File: src/rtl/mxrv_csr_if.sv
// CSR access, trap/mret control and redirect outputs between the mxrv
// execute stage (master) and the machine-mode CSR unit (slave).
interface mxrv_csr_if #(
  parameter int unsigned XLEN = 32
);
  logic [11:0]     csr_addr_i;
  logic [1:0]      csr_op_i;
  logic [XLEN-1:0] csr_wdata_i;
  logic [XLEN-1:0] csr_rdata_o;
  logic            csr_illegal_o;
  logic            instret_i;
  logic            trap_i;
  logic [XLEN-1:0] trap_cause_i;
  logic [XLEN-1:0] trap_pc_i;
  logic            mret_i;
  logic [XLEN-1:0] mtvec_o;
  logic [XLEN-1:0] mepc_o;
  logic            mie_o;

  modport master (
    output csr_addr_i, csr_op_i, csr_wdata_i, instret_i,
           trap_i, trap_cause_i, trap_pc_i, mret_i,
    input  csr_rdata_o, csr_illegal_o, mtvec_o, mepc_o, mie_o
  );

  modport slave (
    input  csr_addr_i, csr_op_i, csr_wdata_i, instret_i,
           trap_i, trap_cause_i, trap_pc_i, mret_i,
    output csr_rdata_o, csr_illegal_o, mtvec_o, mepc_o, mie_o
  );
endinterface

File: src/rtl/mxrv_csr_unit.sv
// Machine-mode CSR unit for the mxrv core: CSRRW/RS/RC access with illegal
// detection, 64-bit mcycle/minstret counters, trap entry and mret sequencing.
// Counter halves are 32 bits wide, so XLEN is expected to be 32.
module mxrv_csr_unit #(
  parameter int unsigned      XLEN        = 32,
  parameter logic [XLEN-1:0]  HART_ID     = '0,
  parameter logic [XLEN-1:0]  MISA_VAL    = 32'h40000100,
  parameter logic [XLEN-1:0]  MTVEC_RESET = '0
) (
  input  logic         clk,
  input  logic         rst,
  mxrv_csr_if.slave    bus
);

  typedef enum logic [1:0] {
    OP_NONE = 2'b00,
    OP_RW   = 2'b01,
    OP_RS   = 2'b10,
    OP_RC   = 2'b11
  } csr_op_e;

  localparam logic [11:0] CSR_MSTATUS   = 12'h300;
  localparam logic [11:0] CSR_MISA      = 12'h301;
  localparam logic [11:0] CSR_MIE       = 12'h304;
  localparam logic [11:0] CSR_MTVEC     = 12'h305;
  localparam logic [11:0] CSR_MSCRATCH  = 12'h340;
  localparam logic [11:0] CSR_MEPC      = 12'h341;
  localparam logic [11:0] CSR_MCAUSE    = 12'h342;
  localparam logic [11:0] CSR_MIP       = 12'h344;
  localparam logic [11:0] CSR_MCYCLE    = 12'hB00;
  localparam logic [11:0] CSR_MINSTRET  = 12'hB02;
  localparam logic [11:0] CSR_MCYCLEH   = 12'hB80;
  localparam logic [11:0] CSR_MINSTRETH = 12'hB82;
  localparam logic [11:0] CSR_MHARTID   = 12'hF14;

  // Direct-mode vector and return address are always word aligned.
  localparam logic [XLEN-1:0] ALIGN_MASK = {{(XLEN-2){1'b1}}, 2'b00};

  csr_op_e         op;
  logic            mstatus_mie, mstatus_mpie;
  logic [XLEN-1:0] mie_q, mtvec_q, mscratch_q, mepc_q, mcause_q;
  logic [63:0]     mcycle_q, minstret_q;
  logic [XLEN-1:0] mstatus_rd, rdata, wval;
  logic            implemented, write_req, illegal, csr_we;

  assign op = csr_op_e'(bus.csr_op_i);

  // Assemble the architectural mstatus view: MPP hardwired to machine mode.
  always_comb begin
    // NOTE: every always_comb output gets a default first so no path leaves it unassigned (no latch).
    mstatus_rd        = '0;
    mstatus_rd[12:11] = 2'b11;
    mstatus_rd[7]     = mstatus_mpie;
    mstatus_rd[3]     = mstatus_mie;
  end

  // Zero-latency read mux returning the pre-write value of the addressed CSR.
  always_comb begin
    rdata       = '0;
    implemented = 1'b1;
    case (bus.csr_addr_i)
      CSR_MSTATUS:   rdata = mstatus_rd;
      CSR_MISA:      rdata = MISA_VAL;
      CSR_MIE:       rdata = mie_q;
      CSR_MTVEC:     rdata = mtvec_q;
      CSR_MSCRATCH:  rdata = mscratch_q;
      CSR_MEPC:      rdata = mepc_q;
      CSR_MCAUSE:    rdata = mcause_q;
      CSR_MIP:       rdata = '0;
      CSR_MCYCLE:    rdata = mcycle_q[31:0];
      CSR_MCYCLEH:   rdata = mcycle_q[63:32];
      CSR_MINSTRET:  rdata = minstret_q[31:0];
      CSR_MINSTRETH: rdata = minstret_q[63:32];
      CSR_MHARTID:   rdata = HART_ID;
      default:       implemented = 1'b0;
    endcase
  end

  // Compute the write value and decide whether a legal write commits this cycle.
  always_comb begin
    case (op)
      OP_RW:   wval = bus.csr_wdata_i;
      OP_RS:   wval = rdata | bus.csr_wdata_i;
      OP_RC:   wval = rdata & ~bus.csr_wdata_i;
      default: wval = rdata;
    endcase
    // RS/RC with a zero mask are pure reads and never count as writes.
    write_req = (op == OP_RW) || ((op != OP_NONE) && (|bus.csr_wdata_i));
    illegal   = (op != OP_NONE) &&
                (!implemented || ((bus.csr_addr_i[11:10] == 2'b11) && write_req));
    csr_we    = write_req && !illegal && !bus.trap_i && !bus.mret_i;
  end

  // Trap entry, mret and software writes to the non-counter CSRs, in that priority.
  always_ff @(posedge clk) begin
    // NOTE: reset is synchronous and active-high; every register, including the counters, has a reset value.
    if (rst) begin
      mstatus_mie  <= 1'b0;
      mstatus_mpie <= 1'b0;
      mie_q        <= '0;
      mtvec_q      <= MTVEC_RESET & ALIGN_MASK;
      mscratch_q   <= '0;
      mepc_q       <= '0;
      mcause_q     <= '0;
    end else if (bus.trap_i) begin
      // NOTE: non-blocking assignments let MPIE capture the old MIE in the same edge.
      mepc_q       <= bus.trap_pc_i & ALIGN_MASK;
      mcause_q     <= bus.trap_cause_i;
      mstatus_mpie <= mstatus_mie;
      mstatus_mie  <= 1'b0;
    end else if (bus.mret_i) begin
      mstatus_mie  <= mstatus_mpie;
      mstatus_mpie <= 1'b1;
    end else if (csr_we) begin
      case (bus.csr_addr_i)
        CSR_MSTATUS: begin
          mstatus_mie  <= wval[3];
          mstatus_mpie <= wval[7];
        end
        CSR_MIE:      mie_q      <= wval;
        CSR_MTVEC:    mtvec_q    <= wval & ALIGN_MASK;
        CSR_MSCRATCH: mscratch_q <= wval;
        CSR_MEPC:     mepc_q     <= wval & ALIGN_MASK;
        CSR_MCAUSE:   mcause_q   <= wval;
        default: ;
      endcase
    end
  end

  // Free-running counters; a software half-write replaces that half, the other half follows the increment rules.
  always_ff @(posedge clk) begin
    if (rst) begin
      mcycle_q   <= '0;
      minstret_q <= '0;
    end else begin
      if (csr_we && bus.csr_addr_i == CSR_MCYCLE)
        mcycle_q[31:0] <= wval;
      else if (csr_we && bus.csr_addr_i == CSR_MCYCLEH)
        mcycle_q <= {wval, mcycle_q[31:0] + 32'd1};
      else
        mcycle_q <= mcycle_q + 64'd1;

      if (csr_we && bus.csr_addr_i == CSR_MINSTRET)
        minstret_q[31:0] <= wval;
      else if (csr_we && bus.csr_addr_i == CSR_MINSTRETH)
        minstret_q <= {wval, minstret_q[31:0] + {31'd0, bus.instret_i}};
      else if (bus.instret_i)
        minstret_q <= minstret_q + 64'd1;
    end
  end

  assign bus.csr_rdata_o   = rdata;
  assign bus.csr_illegal_o = illegal;
  assign bus.mtvec_o       = mtvec_q;
  assign bus.mepc_o        = mepc_q;
  assign bus.mie_o         = mstatus_mie;

endmodule

File: src/flat_wrapper.sv
// flat-port wrapper written by rule: the top's interface ports become plain ports
module mxrv_csr_unit_flat 
#(
  parameter int unsigned      XLEN        = 32,
  parameter logic [XLEN-1:0]  HART_ID     = '0,
  parameter logic [XLEN-1:0]  MISA_VAL    = 32'h40000100,
  parameter logic [XLEN-1:0]  MTVEC_RESET = '0
)
  (clk, rst, bus_csr_addr_i, bus_csr_op_i, bus_csr_wdata_i, bus_instret_i, bus_trap_i, bus_trap_cause_i, bus_trap_pc_i, bus_mret_i, bus_csr_rdata_o, bus_csr_illegal_o, bus_mtvec_o, bus_mepc_o, bus_mie_o);
  mxrv_csr_if #(.XLEN(XLEN)) bus_i ();
  input  logic clk;
  input  logic rst;
  input wire logic [$bits(bus_i.csr_addr_i)-1:0] bus_csr_addr_i;
  input wire logic [$bits(bus_i.csr_op_i)-1:0] bus_csr_op_i;
  input wire logic [$bits(bus_i.csr_wdata_i)-1:0] bus_csr_wdata_i;
  input wire logic [$bits(bus_i.instret_i)-1:0] bus_instret_i;
  input wire logic [$bits(bus_i.trap_i)-1:0] bus_trap_i;
  input wire logic [$bits(bus_i.trap_cause_i)-1:0] bus_trap_cause_i;
  input wire logic [$bits(bus_i.trap_pc_i)-1:0] bus_trap_pc_i;
  input wire logic [$bits(bus_i.mret_i)-1:0] bus_mret_i;
  output wire logic [$bits(bus_i.csr_rdata_o)-1:0] bus_csr_rdata_o;
  output wire logic [$bits(bus_i.csr_illegal_o)-1:0] bus_csr_illegal_o;
  output wire logic [$bits(bus_i.mtvec_o)-1:0] bus_mtvec_o;
  output wire logic [$bits(bus_i.mepc_o)-1:0] bus_mepc_o;
  output wire logic [$bits(bus_i.mie_o)-1:0] bus_mie_o;
  assign bus_i.csr_addr_i = bus_csr_addr_i;
  assign bus_i.csr_op_i = bus_csr_op_i;
  assign bus_i.csr_wdata_i = bus_csr_wdata_i;
  assign bus_i.instret_i = bus_instret_i;
  assign bus_i.trap_i = bus_trap_i;
  assign bus_i.trap_cause_i = bus_trap_cause_i;
  assign bus_i.trap_pc_i = bus_trap_pc_i;
  assign bus_i.mret_i = bus_mret_i;
  assign bus_csr_rdata_o = bus_i.csr_rdata_o;
  assign bus_csr_illegal_o = bus_i.csr_illegal_o;
  assign bus_mtvec_o = bus_i.mtvec_o;
  assign bus_mepc_o = bus_i.mepc_o;
  assign bus_mie_o = bus_i.mie_o;
  mxrv_csr_unit #(.XLEN(XLEN), .HART_ID(HART_ID), .MISA_VAL(MISA_VAL), .MTVEC_RESET(MTVEC_RESET)) u_core (.clk(clk), .rst(rst), .bus(bus_i));
endmodule
File: config.mk
export PLATFORM = sky130hd
export DESIGN_NAME = mxrv_csr_unit_flat
export DESIGN_NICKNAME = d
export VERILOG_FILES = /design/src/rtl/mxrv_csr_if.sv /design/src/rtl/mxrv_csr_unit.sv /design/src/flat_wrapper.sv
export SDC_FILE = /design/constraint.sdc
export NUM_CORES = 1
export LEC_CHECK = 0
export ABC_AREA = 0
export CORE_ASPECT_RATIO = 1.75
export CORE_MARGIN = 1
export CORE_UTILIZATION = 57
export DETAILED_ROUTE_END_ITERATION = 16
export PLACE_DENSITY = 0.81
export RECOVER_POWER = 25
export SLEW_MARGIN = 20
export SYNTH_ARGS = -nofsm -noshare
export SYNTH_HDL_FRONTEND = slang
export SYNTH_SLANG_ARGS = --single-unit
File: constraint.sdc
create_clock -name clk -period 3.45 [get_ports clk]
set_input_delay 0.8625 -clock clk [delete_from_list [all_inputs] [get_ports clk]]
set_output_delay 0.8625 -clock clk [all_outputs]
set_load 0.005 [all_outputs]
==> metrics.csv, run 1 <==
metric,value,unit
status,aborted with a tool error,
Fail Step,global routing (5_1_grt),
Halt Reason,[ERROR GRT-0116] Global routing finished with congestion. Check the congestion regions in the DRC Viewer.,
"Cell Area, Synth",18200,µm²
gr usage total,86.6,%
Hold Buf Count CTS,0,
"Avg Cell Area, Syn",7.72,µm²
Syn Inst Count,2362,
sequential-to-total area share from yosys stat,31.4,%
CTS root buf,clkbuf_16,
IO Port Bufs,206,
GP Congestion,1.29,
number of H-tree levels,1,
initial core utilization,57.9,%
register bit count reported by yosys,286,
Main synth FF type,dfxtp_1,
Sink Count,286,
Rows,86,
Cell variety after synth,98,
grt ovf,941,
post-DP HPWL,72.9,mm
Placement Setup Slack,-1040,ps
largest net degree at the start of global routing,96,
first-pass GRT wire length,214,mm
"EDFF count, synth",0,
Die H,239,µm
Synth Warn #,0,
"FFs w/ async S/R, synth",0,%
Max clock buf depth,3,
die width,137,µm
vias in the first global route,30300,
CTS Buf Count,27,
# IOs,213,
-- logic make-up after synthesis --
| kind of cell | count (synthesis) | share of synthesized area (%) |
|---|---|---|
| xor+xnor | 80 | 3.84 |
| fa+ha+maj | 4 | 0.274 |
| buf+inv | 260 | 6.29 |
| other cells | 1 | 0.0206 |
| simple gates | 977 | 27.3 |
| mux | 66 | 3.76 |
| compound gates | 688 | 27.1 |
| flops | 286 | 31.4 |
-- cells in the mapped netlist (17+ instances only) --
master	instances	share of area (%)
nor2_1	268	5.5
inv_1	41	0.84
mux2_2	17	1.0
nor4_1	35	1.2
a21oi_1	146	4.0
buf_2	80	2.2
o211ai_1	38	1.6
a21o_1	26	1.1
buf_4	17	0.70
and3_1	30	1.0
xor2_1	31	1.5
clkbuf_1	110	2.3
a211o_1	57	2.7
a22oi_1	36	1.5
nand4_1	129	4.4
a31oi_1	24	0.82
mux2i_1	48	2.6
nor3_1	42	1.2
xnor2_1	49	2.4
dfxtp_1	286	31
a211oi_1	121	5.0
o21ai_0	44	1.2
nand3_1	93	2.6
and2_1	21	0.72
nand2_1	232	4.8
or3_1	19	0.65
o21ai_1	25	0.69
-- routing by layer --
layer / GRT overflow / global-route usage, %
met5: 2 / 46.0
met4: 265 / 89.3
met3: 35 / 74.8
met2: 619 / 103
met1: 20 / 82.4
-- through the flow --
step                std cells  cell area (µm²)  util (%)  setup TNS (ps)
floorplan                2365            18300         -               0
global placement         3214            23900      75.8         -106260
detailed placement       3214            23900      75.8         -129810
CTS                      3374            26500      84.0            -276
-- timing repair --
action	4_1_cts
setup buffers	115
resized for setup	380
pin swaps	92
cloned	2
setup endpoints to repair	42
==> inputs of run 2 (changes only) <==
Settings changed: CORE_ASPECT_RATIO 1.75 to default, CORE_UTILIZATION 57 to 40, PLACE_DENSITY 0.81 to default, PLACE_DENSITY_LB_ADDON from default to 0.15.
==> metrics.csv, run 2 <==
metric,value,unit
vias,23600,
failing checks,negative setup slack,
die footprint,46500,µm²
Finished Cell Area,28100,µm²
Max-slew headroom,44.6,%
Placed Area,24500,µm²
"Area growth, synth to finish",53.8,%
Sum Neg Setup Slack,-239,ps
number of H-tree levels,2,
post-synth top area share,31.4,%
Max clock buf depth,3,
post-DP HPWL,82.4,mm
DRT antenna net count,0,
gr usage total,44.8,%
post-layout min period,3530,ps
R2R cell count,8,
PwrDens,309,nW/µm²
Cell variety after synth,98,
"Cell Area, Synth",18200,µm²
CTS Buf Count,35,
CP Cell Sequence,"buf_12, buf_6, or4b_4, buf_12, nor3_4, buf_6, nand2_1, o21ai_1, a221oi_2, o2111ai_2, buf_2",
die width,216,µm
Synth area leader,dfxtp_1,
"Reg clk slew, reported paths",60,ps
Detailed Routing Iterations Pass 1,7,
fin crit share,102,%
critical path type,in2out,
status,finished with violations,
TritonCTS clock tree,yes,
sequential-to-total area share from yosys stat,31.4,%
Worst Slack Setup Final,-83.3,ps
drt first-iter violations,3291,
Skew-Pair Late Insertion Delay,570,ps
Rows,77,
# IOs,213,
"Avg Cell Area, Syn",7.72,µm²
IO Port Bufs,206,
fmax,283,MHz
final setup violating endpoints,7,
crit-path leading delay family,simple AND/OR/NAND/NOR gates,
Hold Path Class,reg2reg,
Sink Count,286,
Main synth FF type,dfxtp_1,
CTS root buf,clkbuf_16,
drt wl/cell,29.2,µm
drt drc,0,
register bit count reported by yosys,286,
grt ovf,0,
crit start category,primary input,
GP Congestion,1.13,
most instantiated cells after synthesis,"dfxtp_1 (286), nor2_1 (268), nand2_1 (232)",
Worst Path Required,2590,ps
first-pass GRT wire length,153,mm
CP bufs+invs,5,
Fin. Hold Viols,0,
initial core utilization,40.9,%
initial antenna violation count,1,
Setup crit end kind,output port,
"FFs w/ async S/R, synth",0,%
max-cap violation count,0,
"EDFF count, synth",0,
slowest CP cell,or4b_4,
core area,44600,µm²
RSZ-0062 raised after global routing,yes,
stages on the worst setup path,11,
fin util,62.9,%
Top Registers,"u_core.mcycle_q (64), u_core.minstret_q (64)",
Hold Buf Count CTS,0,
fin nets,3158,
Setup Skew,23.1,ps
Worst Max-Slew Pin Slew,831,ps
total routed wirelength,107,mm
Max VDD drop,329,µV
most frequent cell after synthesis,dfxtp_1,
"most common cell after layout, fill and taps aside",buf_4,
layout cells sized above 1,31.5,%
CP max FO,5,
Lkg Pwr,10.9,nW
Placement Setup Slack,-1130,ps
Syn Inst Count,2362,
most frequent cells in the layout,"buf_4 (527), dfxtp_1 (286), nor2_1 (263)",
WP data arrival,2670,ps
largest net degree at the start of global routing,156,
Synth Warn #,0,
"Slew Viols, Final",0,
Die H,216,µm
Hold Path Depth,2,
Vias/cell,6.45,
top post-synthesis cells by area,"dfxtp_1 (31%), nor2_1 (5.5%), a211oi_1 (5.0%), nand2_1 (4.8%), nand4_1 (4.4%)",
vias in the first global route,22300,
critical path's largest stage delay,560,ps
final hold slack,497,ps
-- run 2: cell counts after synthesis --
No cell type changed its count.
-- run 2: layout make-up --
cell class | instances | area (µm²)
well taps | 592 | 741
inverters | 42 | 158
multi-input cells | 1819 | 12400
clock inverters | 11 | 123
repair buffers | 855 | 7790
clock buffers | 52 | 1080
diodes | 1 | 2.50
flip-flops and latches | 286 | 5730
fillers | 3914 | 16500
-- run 2: report_power, final --
group	leakage (nW)	internal [mW]	total, mW	switching (mW)
sequential	2.32	3.35	3.41	0.0622
clock	0.583	2.33	3.94	1.61
combinational	8.02	0.601	1.32	0.715
-- run 2: path summary, 6_finish.rpt --
| check | from | to | slack [ps] |
|---|---|---|---|
| setup / recovery | bus_csr_addr_i[5] | bus_csr_rdata_o[5] | -80 |
| hold / removal | u_core.mscratch_q[23] | u_core.mscratch_q[23] | 500 |
| setup reg to reg | u_core.minstret_q[14] | u_core.minstret_q[47] | 20 |
| hold reg to reg | u_core.mscratch_q[23] | u_core.mscratch_q[23] | 500 |
-- run 2: worst register-to-register path: stages (launching register included) --
cell	delay (ps)
dfxtp_1	570
nand3_1	400
nor3_1	760
nand4_1	390
or4_1	650
buf_4	180
a21oi_1	140
nand3b_1	120
o211ai_1	100
-- run 2: timing repair --
item / in CTS / in global routing
pin swaps: 101 / 47
gates cloned: 3 / 1
endpoints found under the hold margin: 0 / 0
buffers inserted: 107 / 27
gates resized for setup: 428 / 86
endpoints found under the setup margin: 53 / 48
-- run 2: kinds of logic (layout without fill, tap and decap cells) --
family                   Yosys count  count (layout)  synth area share (%)
multiplexers                      66              66                  3.76
XOR/XNOR                          80              80                  3.84
AO/OA/AOI/OAI                    688             688                  27.1
adder cells (fa/ha/maj)            4               4                 0.274
buffers and inverters            260             960                  6.29
AND/OR/NAND/NOR                  977             977                  27.3
flip-flops                       286             286                  31.4
other                              1               5                0.0206
-- run 2: routing by layer --
layer	global-route usage, %	share of wire, %
met1	57.1	39
met2	69.2	43
met3	9.36	10
met4	27.0	7.0
met5	0	0
-- run 2: metrics by stage --
step	cells	power [mW]
3_5_place_dp	3467	4.64
6_report	3658	8.67
3_3_place_gp	3467	4.64
5_1_grt	3657	8.84
2_1_floorplan	2365	3.89
4_1_cts	3634	8.58
Note: power is estimated with default switching activity, not from simulation.
